`config.mk`:
```
export PLATFORM = sky130hd
export DESIGN_NAME = fixed_to_float_packer
export DESIGN_NICKNAME = d
export VERILOG_FILES = /design/src/rtl/fixed_to_float_packer.sv
export SDC_FILE = /design/constraint.sdc
export NUM_CORES = 1
export LEC_CHECK = 0
export ABC_AREA = 1
export CAP_MARGIN = 25
export CORE_ASPECT_RATIO = 1.25
export CORE_UTILIZATION = 35
export DETAILED_ROUTE_END_ITERATION = 6
export SLEW_MARGIN = 10
export SYNTH_ARGS = -nofsm -noshare
export SYNTH_HDL_FRONTEND = slang
export SYNTH_SLANG_ARGS = --single-unit
```
`constraint.sdc`:
```
create_clock -name clk -period 4.2 [get_ports clk]
set_input_delay 0.84 -clock clk [delete_from_list [all_inputs] [get_ports clk]]
set_output_delay 0.84 -clock clk [all_outputs]
set_load 0.005 [all_outputs]
```
`src/rtl/fixed_to_float_packer.sv`:
```
// Serial fixed-point to packed-float converter: takes |x|, normalises one bit
// per cycle, then rounds to nearest-even and emits {sign, exponent, mantissa}.
module fixed_to_float_packer #(
  parameter int montissa_length           = 23,
  parameter int number_of_integer         = 12,
  parameter int number_of_floating_points = 12
) (
  input  logic                                                clk,
  input  logic                                                reset_n,
  input  logic                                                start,
  input  logic [number_of_integer+number_of_floating_points-1:0] fixed_in,
  output logic                                                ready,
  output logic                                                valid,
  output logic [montissa_length+8:0]                          out
);

  localparam int W  = number_of_integer + number_of_floating_points;
  localparam int ML = montissa_length;

  // Exponent of bit W-1; the exponent never leaves 1..254, so 8 bits suffice.
  localparam logic [7:0] EXP_INIT = 8'(number_of_integer + 126);

  localparam logic [1:0] IDLE      = 2'd0;
  localparam logic [1:0] NORMALIZE = 2'd1;
  localparam logic [1:0] ROUND     = 2'd2;

  logic [1:0]    state;
  logic [W-1:0]  mag;
  logic [7:0]    exp;
  logic          sign;
  logic          zero;

  logic [W-1:0]  abs_in;
  logic [ML-1:0] mant_raw;
  logic          guard;
  logic          sticky;
  logic          inc;
  logic          carry;
  logic [ML-1:0] mant_rnd;
  logic [7:0]    exp_rnd;

  assign abs_in = fixed_in[W-1] ? (~fixed_in + W'(1)) : fixed_in;
  assign ready  = (state == IDLE);

  // Split the bits below the hidden one into kept mantissa, guard and sticky.
  generate
    if (W == 1) begin : g_no_frac
      assign mant_raw = '0;
      assign guard    = 1'b0;
      assign sticky   = 1'b0;
    end else if (W - 1 <= ML) begin : g_pad
      assign mant_raw = ML'(mag[W-2:0]) << (ML - (W - 1));
      assign guard    = 1'b0;
      assign sticky   = 1'b0;
    end else begin : g_trunc
      localparam logic [W-2:0] LOW_MASK = {(W-1){1'b1}} >> (ML + 1);
      assign mant_raw = mag[W-2 -: ML];
      assign guard    = mag[W-2-ML];
      assign sticky   = |(mag[W-2:0] & LOW_MASK);
    end
  endgenerate

  // NOTE: every always_comb output gets a value on every path, so no latch is inferred.
  always_comb begin
    inc               = guard & (sticky | mant_raw[0]);
    {carry, mant_rnd} = {1'b0, mant_raw} + {{ML{1'b0}}, inc};
    exp_rnd           = exp + {7'd0, carry};
  end

  // NOTE: sequential state uses non-blocking assignments so all registers update together.
  always_ff @(posedge clk or negedge reset_n) begin
    if (!reset_n) begin
      state <= IDLE;
      mag   <= '0;
      exp   <= '0;
      sign  <= 1'b0;
      zero  <= 1'b0;
      valid <= 1'b0;
      out   <= '0;
    end else begin
      valid <= 1'b0;
      case (state)
        IDLE: begin
          if (start) begin
            sign  <= fixed_in[W-1];
            mag   <= abs_in;
            exp   <= EXP_INIT;
            zero  <= (abs_in == '0);
            state <= (abs_in == '0) ? ROUND : NORMALIZE;
          end
        end
        NORMALIZE: begin
          if (mag[W-1]) begin
            state <= ROUND;
          end else begin
            mag <= mag << 1;
            exp <= exp - 8'd1;
          end
        end
        ROUND: begin
          // A zero sample always yields +0, never -0.
          out   <= zero ? '0 : {sign, exp_rnd, mant_rnd};
          valid <= 1'b1;
          state <= IDLE;
        end
        default: state <= IDLE;
      endcase
    end
  end

endmodule

```
==> results of run 1 <==
[state kept, by name, indices dropped and copies added (netlist names)]
signal  flops
out        32
mag        24
exp         8
state       2
sign        1
valid       1
zero        1
[layer usage]
| metal | vias to the layer above | wire length (um) | GRT usage |
|---|---|---|---|
| li1 | 1753 | - | - |
| met2 | 66 | 4420 | 0.2998 |
| met3 | 16 | 309 | 0.02778 |
| met1 | 1643 | 4406 | 0.2495 |
| met5 | - | 0 | 0 |
| met4 | 0 | 232 | 0.09231 |
[worst max path at each step]
stage	endpoint	from	slack, ns	cells past startpoint
final	state[0]	fixed_in[2]	1.66	15
after global routing	state[1]	fixed_in[0]	1.33	15
after CTS	state[0]	fixed_in[2]	1.63	15
after detailed placement	state[0]	fixed_in[2]	1.28	15
after global placement	state[0]	fixed_in[2]	1.27	15
after floorplan	state[0]	fixed_in[0]	2.02	15
[metrics by stage]
| step | hold WS (ns) | total power (W) | instance area [um^2] | worst slack [ns] | util |
|---|---|---|---|---|---|
| 4_1_cts | 0.3936 | 0.003387 | 4772 | 1.626 | 0.4675 |
| 2_1_floorplan | 0.4461 | 0.001939 | 3699 | 2.022 | - |
| 3_5_place_dp | 0.4791 | 0.002504 | 4423 | 1.276 | 0.4333 |
| 6_report | 0.3946 | 0.003356 | 4787 | 1.659 | 0.4689 |
| 3_3_place_gp | 0.4737 | 0.002462 | 4395 | 1.265 | 0.4306 |
| 5_1_grt | 0.4177 | 0.003616 | 4787 | 1.327 | 0.4689 |
[power groups by stage]
stage | combinational (W) | sequential, W | clock, W
floorplan | 0.000789 | 0.00115 | 0
global placement | 0.00129 | 0.00117 | 0
detailed placement | 0.00133 | 0.00118 | 0
CTS | 0.00133 | 0.00117 | 0.000889
global route | 0.00150 | 0.00121 | 0.000915
finish | 0.00132 | 0.00116 | 0.000871
[cell families after synthesis]
logic type / count (synthesis)
compound gates: 94
xor+xnor: 6
buf+inv: 64
fa+ha+maj: 2
flops: 69
simple gates: 263
[final cells by class]
class,count,area (um^2)
Timing Repair Buffer,66,668.1
Tap cell,129,161.4
Clock buffer,10,239.0
Inverter,42,157.7
Sequential cell,69,1727
Clock inverter,6,110.1
Multi-Input combinational cell,365,1724
Fill cell,1046,5421
[worst register-to-register path: cells and delay by family, from the launching register on]
family	cells	cell delay (ns)
AOI/OAI and AO/OA	2	0.21
buffers and inverters	3	0.72
DFF	1	0.38
and+or+nand+nor	7	0.97
[layout by cell type (no fill, tap or decap), types with 3 or more instances in the layout]
master / count
nand2_1: 133
dfrtp_1: 69
nand3_1: 61
clkdlybuf4s50_1: 59
nor2_1: 53
o21ai_0: 48
inv_1: 38
a21oi_1: 31
clkbuf_16: 9
o221ai_1: 7
xnor2_1: 5
buf_4: 4
nor2_2: 3
inv_2: 3
a22oi_1: 3
bufinv_16: 3
==> impl_results.md, run 1 <==
- Maximum vdd drop: 0.2556 mV
- Reg-to-reg slack, setup: 1.80 ns
- Die area: 10,990 um^2
- FF+latch count, synth: 69
- Ys async rst share: 1.000
- Seq/Total Area, Yosys: 0.4668
- Drt pass-1 iters: 4
- Synth warn: 0
- WP data required: 4.41 ns
- Largest family of logic cells by synthesized area: simple AND/OR/NAND/NOR gates
- Synthesized Nets: 527
- Gr usage total: 0.1876
- Critical Path AT: 2.75 ns
- Synth-to-layout area growth: 29.43%
- Leakage power: 2.219 nW
- Clk sink count: 69
- IO buf count: 60
- Cell accounting for the most synthesized area: dfrtp_1
- Skew final: 0.005746 ns
- Crit path time final: 2.541 ns
- Area fraction of the dominant cell type after synthesis: 0.4668
- Max incr delay on CP: 0.47 ns
- Least-Margin Pin Slew: 0.8678 ns
- Period utilisation layout: 0.6050
- NetSw: 0.001204 W
- CP max-delay cell: clkdlybuf4s50_1
- Most common cell in the netlist: nand2_1
- Dpl cells: 670
- First-pass GRT wire length: 15,910 um
- Hold Crit Class: in -> async
- Clock tree buffer depth: 2
- N_diodes: 0
- Post-Synth XOR/XNOR Area: 0.01421
- I/O pins: 61
- Post-Layout Cell Count: 687
- Die width: 93.95 um
- CTS tree: built
- Multiplexer share of the synthesized area: 0
- Synth cell count leaders: nand2_1, dfrtp_1, nand3_1, nor2_1, o21ai_0
- Worst R2R End: exp[7]
- Antenna violations before repair: 0
- Final WL: 9368 um
- DRT antenna net count: 0
- DP Wirelength: 6964 um
- Clock power frac: 0.259
- Max-cap viol count: 0
- CP Capture Type: flop
- Starting Density: 0.3623
- Worst r2r path cells: 12
- H-tree levels: 3
- FF-to-FF Start: state[0]
- Mapped Area: 3699 um^2
- Internal power: 0.002151 W
- Simple-gate share of the synthesized area: 0.3065
- Num CTS Buffers: 9
- Share of cells above drive strength 1: 0.06631
- Cells along the critical path: clkdlybuf4s50_1 -> nor2_1 -> nand2_1 -> nor2_2 -> nand2_1 -> nand2_1 -> nand2_1 -> nand2_1 -> nand2_1 -> nor2_1 -> nand2_1 -> nor2_1 -> nand2_1 -> nand2_1 -> nand2_1
- Hold_buf cts: 0
- Most used flip-flop cell after synthesis: dfrtp_1
- WL per Instance: 13.64 um
- Via-to-Cell Ratio: 5.063
- Status: finished clean
- Largest net degree at the start of global routing: 57
- Root Buffer: clkbuf_16
- Most common cell on crit path: nand2_1
- Reg clk slew, reported paths: 0.06 ns
- Mapped Cells: 498
- Logic pwr share: 0.394
- Die H: 116.9 um
- Max-slew violation count: 0
- Clock latency on the worst-skew pair: 0.33 ns
- Sequential Power Share: 0.347
- EDFF count, synth: 0
- Synth Area in Adders: 0.006766
- Delay-heaviest family, CP: simple AND/OR/NAND/NOR gates
- Global route overflow: 0
- CP bufs+invs: 1
- Slew Limit Headroom: 0.4209
- Synth cell types: 32
- Final Setup Violations: 0
- DR vias: 3,478
- Crit Path Max Fanout: 6
- Setup TNS Final: 0 ns
- RSZ-0062 raised after global routing: false
- Final hold vios: 0
- Initial DRC Count: 215
- Switching part of the total: 0.3590
- Average size of a mapped cell: 7.427 um^2
- Post-CTS setup buffers: 0
- Core ar.: 10,210 um^2
- Post-cts resize count: 0
- Final #Nets: 582
- Final RePlAce weighted congestion: 0.8719
- CP Launch Type: primary input
- Site Rows: 41
- # DRC: 0
- Synth area leaders: dfrtp_1, nand2_1, nand3_1
- Vias in the first global route: 3,294
- Compound-cell area share of the yosys netlist: 0.1380
- PwrDens: 701.0 nW/um^2
- FMAX: 393.6 MHz
- Critical path type: in -> reg
Power figures use the tool's default switching activity.
==> run 2, diff against run 1 <==
==> constraint.sdc (replaced) <==
create_clock -name clk -period 2.35 [get_ports clk]
set_input_delay 0.47 -clock clk [delete_from_list [all_inputs] [get_ports clk]]
set_output_delay 0.47 -clock clk [all_outputs]
set_load 0.005 [all_outputs]
==> impl_results.md, run 2 (synthesized netlist as in run 1, its figures left out) <==
- Status: finished clean
- N_diodes: 0
- Final #Nets: 616
- First-pass GRT wire length: 15,810 um
- Final RePlAce weighted congestion: 0.8835
- Logic pwr share: 0.426
- Final hold slack: 0.1731 ns
- Clk sink count: 69
- Clock power frac: 0.208
- Leakage power: 2.346 nW
- Synth-to-layout area growth: 33.93%
- Sequential Power Share: 0.365
- Commonest non-fill, non-tap cell in the layout: nand2_1
- Clock tree buffer depth: 2
- Die width: 93.95 um
- Maximum vdd drop: 0.3951 mV
- Max-slew violation count: 0
- Die area: 10,990 um^2
- H-tree levels: 3
- CTS tree: built
- CP Capture Type: flop
- Max FFs per register: 32
- Global route overflow: 0
- Skew final: 0.004157 ns
- WL per Instance: 13.13 um
- Post-CTS setup buffers: 0
- Reg clk slew, reported paths: 0.05 ns
- Largest net degree at the start of global routing: 34
- NetSw: 0.002106 W
- Root Buffer: clkbuf_16
- Core ar.: 10,210 um^2
- FF+latch area: 1727 um^2
- Internal power: 0.003574 W
- Share of cells above drive strength 1: 0.1151
- Post-Layout Cell Count: 720
- Dpl cells: 705
- Final Setup Violations: 0
- DP Wirelength: 7280 um
- Core Util, Final: 0.4852
- Critical Path AT: 2.31 ns
- Drt pass-1 iters: 4
- PwrDens: 1147 nW/um^2
- FMAX: 475.3 MHz
- I/O pins: 61
- Slew Limit Headroom: 0.5460
- Least-Margin Pin Slew: 0.6802 ns
- Die H: 116.9 um
- Period utilisation layout: 0.8952
- Clock latency on the worst-skew pair: 0.32 ns
- Setup TNS Final: 0 ns
- Most frequent cells in the layout: nand2_1, dfrtp_1, nand3_1
- Gr usage total: 0.1851
- DR vias: 3,535
- IO buf count: 60
- Final hold vios: 0
- CP Launch Type: primary input
- Footprint of the multi-input gates: 1732 um^2
- Fillers: 1,020
- Num CTS Buffers: 9
- Crit path time final: 2.104 ns
- Starting Density: 0.3623
- Top reg by flops: out
- Antenna violations before repair: 0
- Critical path type: in -> reg
- Initial DRC Count: 134
- WP data required: 2.56 ns
- Vias in the first global route: 3,405
- Site Rows: 41
- Largest regs: out (32), mag (24), exp (8)
- Crit Path Max Fanout: 3
- Via-to-Cell Ratio: 4.910
- Final WL: 9453 um
- Max-cap viol count: 0
- # DRC: 0
- Hold Crit Class: in -> async
- Switching part of the total: 0.3708
- DRT antenna net count: 0
## run 2: cell types whose count changed in the layout (fill, tap and decap cells not counted), sizes merged
cell	change
clkinv	+1
bufinv	-3
clkinvlp	-2
buf	+34
clkbuf	+3
## run 2: what timing repair did
action,in CTS,in global routing
endpoints found under the setup margin,0,3
hold buffers,0,0
gates resized for setup,0,2
## run 2: power groups by stage
stage | registers [W] | clock network, W | logic, W
finish | 0.00207 | 0.00118 | 0.00242
global route | 0.00215 | 0.00126 | 0.00273
CTS | 0.00208 | 0.00120 | 0.00246
detailed placement | 0.00210 | 0 | 0.00245
global placement | 0.00208 | 0 | 0.00238
floorplan | 0.00206 | 0 | 0.00141
## run 2: cell type report
cell class | count | share of cell area
Multi-Input combinational cell | 365 | 0.3496
Inverter | 42 | 0.03183
Clock buffer | 13 | 0.05052
Clock inverter | 2 | 0.002021
Sequential cell | 69 | 0.3486
Tap cell | 129 | 0.03258
Timing Repair Buffer | 100 | 0.1849
## run 2: critical path, cell delays in order
cell and delay [ns]:
clkdlybuf4s50_1 0.44, nor2_1 0.17, nand2_1 0.11, nor2_1 0.24
nand2_1 0.12, nand2_1 0.11, nand2_1 0.06, nand2_1 0.11
nand2_1 0.07, nor2_1 0.08, nand2_1 0.05, nor2_1 0.09
nand2_1 0.09, nand2_1 0.07, nand2_1 0.04
## run 2: worst paths after layout
check,depth (start not counted),end,slack (ns),startpoint
worst max-delay path,15,state[0],0.25,fixed_in[7]
worst min-delay path,1,out[19],0.17,reset_n
worst max register to register,8,exp[2],0.39,state[1]
worst min register to register,1,exp[7],0.48,exp[7]
max in group asynchronous,2,out[4],1.52,reset_n
min in group clk,1,exp[7],0.48,exp[7]
## run 2: routing by layer
metal  GRT usage  vias up  routed length (um)
met5           0        -                   0
met4     0.08103        0                 227
met3     0.02972       13                 239
met2      0.3124       58                4558
met1      0.2344     1656                4429
li1            -     1808                   -
## run 2: per-stage QoR
stage	total power (W)	worst slack (ns)	cell area, um^2
3_3_place_gp	0.004463	-0.02780	4671
5_1_grt	0.006139	-0.004164	4954
2_1_floorplan	0.003465	0.5417	3699
4_1_cts	0.005741	0.1990	4946
3_5_place_dp	0.004549	-0.1386	4686
6_report	0.005680	0.2462	4954
==> run 3, diff against run 2 <==
--- a/config.mk
+++ b/config.mk
@@ -5,7 +5,7 @@
 export SDC_FILE = /design/constraint.sdc
 export NUM_CORES = 1
 export LEC_CHECK = 0
-export ABC_AREA = 1
+export ABC_AREA = 0
 export CAP_MARGIN = 25
 export CORE_ASPECT_RATIO = 1.25
 export CORE_UTILIZATION = 35
==> impl_results.md, run 3 <==
- Ys async rst share: 1.000
- Area fraction of the dominant cell type after synthesis: 0.4626
- Largest net degree at the start of global routing: 70
- EDFF count, synth: 0
- DP Wirelength: 6776 um
- Final Setup Violations: 4
- Total Power: 0.005541 W
- Delay-heaviest family, CP: simple AND/OR/NAND/NOR gates
- Clock tree buffer depth: 2
- Mapped Area: 3732 um^2
- Slew Limit Headroom: 0.4721
- PwrDens: 1018 nW/um^2
- Worst R2R End: exp[5]
- Max incr delay on CP: 0.55 ns
- Starting Density: 0.3656
- Site Rows: 41
- Launch point of the worst path: fixed_in[1]
- Worst r2r path cells: 7
- Max-slew violation count: 0
- Status: complete, but fails checks
- Final hold slack: 0.1291 ns
- Clock latency on the worst-skew pair: 0.33 ns
- Global route overflow: 0
- Final WL: 9381 um
- N_diodes: 0
- Dpl cell area: 4962 um^2
- Max-cap viol count: 0
- Die H: 117.5 um
- Drt pass-1 iters: 4
- CP bufs+invs: 3
- Synth cell types: 48
- Maximum vdd drop: 0.3793 mV
- Crit Path Max Fanout: 2
- Gr usage total: 0.1808
- Core ar.: 10,210 um^2
- Seq/Total Area, Yosys: 0.4626
- FF+latch count, synth: 69
- # DRC: 0
- WP data required: 2.62 ns
- H-tree levels: 3
- Hold Crit Class: in -> async
- Pre-CTS setup slack: -1.015 ns
- Most common cell on crit path: nor3_2
- IO buf count: 60
- Design Area, Final: 5443 um^2
- Critical path type: in -> reg
- Period utilisation layout: 1.046
- CP Capture Type: flop
- Cell accounting for the most synthesized area: dfrtp_1
- CTS tree: built
- Final hold vios: 0
- Most frequent cells in the layout: dfrtp_1, buf_4, o21ai_0
- First-pass GRT wire length: 15,830 um
- DRT antenna net count: 0
- RSZ-0062 raised after global routing: true
- Num CTS Buffers: 9
- Share of cells above drive strength 1: 0.2331
- Mapped Cells: 416
- Failing checks: setup timing
- Synthesized Nets: 445
- CP Launch Type: primary input
- CP max-delay cell: or4_4
- Cells along the critical path: buf_12 -> inv_12 -> ha_4 -> or3b_4 -> or4_4 -> buf_6 -> o31a_1 -> nor3_2 -> o2111ai_2 -> nor3_2 -> a21o_1
- DR vias: 3,453
- Root Buffer: clkbuf_16
- Core Util, Final: 0.5332
- Synth cell count leaders: dfrtp_1, o21ai_0, nand2_1, nand2b_1, clkbuf_1
- Clk sink count: 69
- Via-to-Cell Ratio: 5.224
- Least-Margin Pin Slew: 0.7918 ns
- Reg-to-reg slack, setup: 0.32 ns
- Most used flip-flop cell after synthesis: dfrtp_1
- Synth warn: 0
- Die area: 11,080 um^2
- Reg clk slew, reported paths: 0.06 ns
- Crit path time final: 2.459 ns
- WL per Instance: 14.19 um
- FMAX: 406.7 MHz
- Final WS setup: -0.1087 ns
- Vias in the first global route: 3,359
- Max FFs per register: 32
- Initial DRC Count: 175
- Die width: 94.37 um
- Synth area leaders: dfrtp_1, o21ai_0, nand2_1
- Average size of a mapped cell: 8.972 um^2
- Top reg by flops: out
- FF-to-FF Start: state[1]
- Critical Path AT: 2.73 ns
- Skew final: 0.007303 ns
- Commonest non-fill, non-tap cell in the layout: dfrtp_1
- Synth-to-layout area growth: 45.83%
- Hold_buf cts: 0
- Most common cell in the netlist: dfrtp_1
- Largest regs: out (32), mag (24), exp (8)
- Leakage power: 2.345 nW
- Antenna violations before repair: 0
- Final RePlAce weighted congestion: 0.8541
- Final #Nets: 556
- I/O pins: 61
run 3: cell types whose count changed after synthesis, moves of 8 or more:
cell / previous run / this run
a21oi_1: 31 / 9
a22oi_1: 3 / 20
clkbuf_1: 14 / 27
inv_1: 38 / 8
nand2_1: 133 / 55
nand2b_1: 0 / 33
nand3_1: 61 / 5
nor2_1: 54 / 15
o21ai_0: 48 / 60
or3_1: 0 / 8
or4_1: 0 / 10
xor2_1: 1 / 12
run 3: how the worst max path moves through the flow:
stage          endpoint  cells after the start
2_1_floorplan  state[0]                     11
3_3_place_gp   state[0]                     11
3_5_place_dp       zero                     11
4_1_cts            zero                     11
5_1_grt        state[1]                     11
6_report           zero                     11
run 3: cells by family (layout without fill, tap and decap cells):
logic type | count (synthesis) | in the layout | share of synthesized area
buffers and inverters | 41 | 157 | 0.04526
XOR/XNOR | 23 | 23 | 0.05397
multiplexers | 2 | 2 | 0.005364
AO/OA/AOI/OAI | 121 | 121 | 0.2032
AND/OR/NAND/NOR | 158 | 158 | 0.2229
flip-flops | 69 | 69 | 0.4626
adder cells (fa/ha/maj) | 2 | 2 | 0.006704
run 3: worst register-to-register path: stages (launching register included):
cell     delay, ns
dfrtp_1       0.40
nor2b_1       0.22
nor2b_1       0.26
nor2_1        0.08
or4_1         0.48
nor3_1        0.26
xnor2_1       0.17
nor2_1        0.07
run 3: layout make-up:
class	count	area (um^2)
clock buffer	9	225.2
clock inverter	7	122.6
fill	946	4766
inverter	8	47.55
multi-input combinational	306	1979
sequential	69	1727
tap	129	161.4
timing repair buffer	133	1180
run 3: what timing repair did:
action,CTS,global route
buffers inserted,1,2
gates resized for setup,40,29
setup endpoints to repair,13,4
pin swaps,13,12
run 3: through the flow:
step	instances	TNS [ns]
6_report	661	-0.3342
5_1_grt	661	-0.6216
4_1_cts	660	-0.6556
3_5_place_dp	643	-10.21
3_3_place_gp	643	-9.409
2_1_floorplan	416	-1.638
run 3: power by group:
| group | switching, W | internal (W) |
|---|---|---|
| registers | 0.000342 | 0.00169 |
| logic | 0.000936 | 0.00102 |
| clock network | 0.000513 | 0.00104 |
run 3: per-layer routing:
metal  routed length (um)  track usage  vias up
met2                 4626       0.2849       85
met3                  321      0.03036       18
li1                     -            -     1704
met4                  221      0.07788        0
met5                    0            0        -
met1                 4213       0.2421     1646
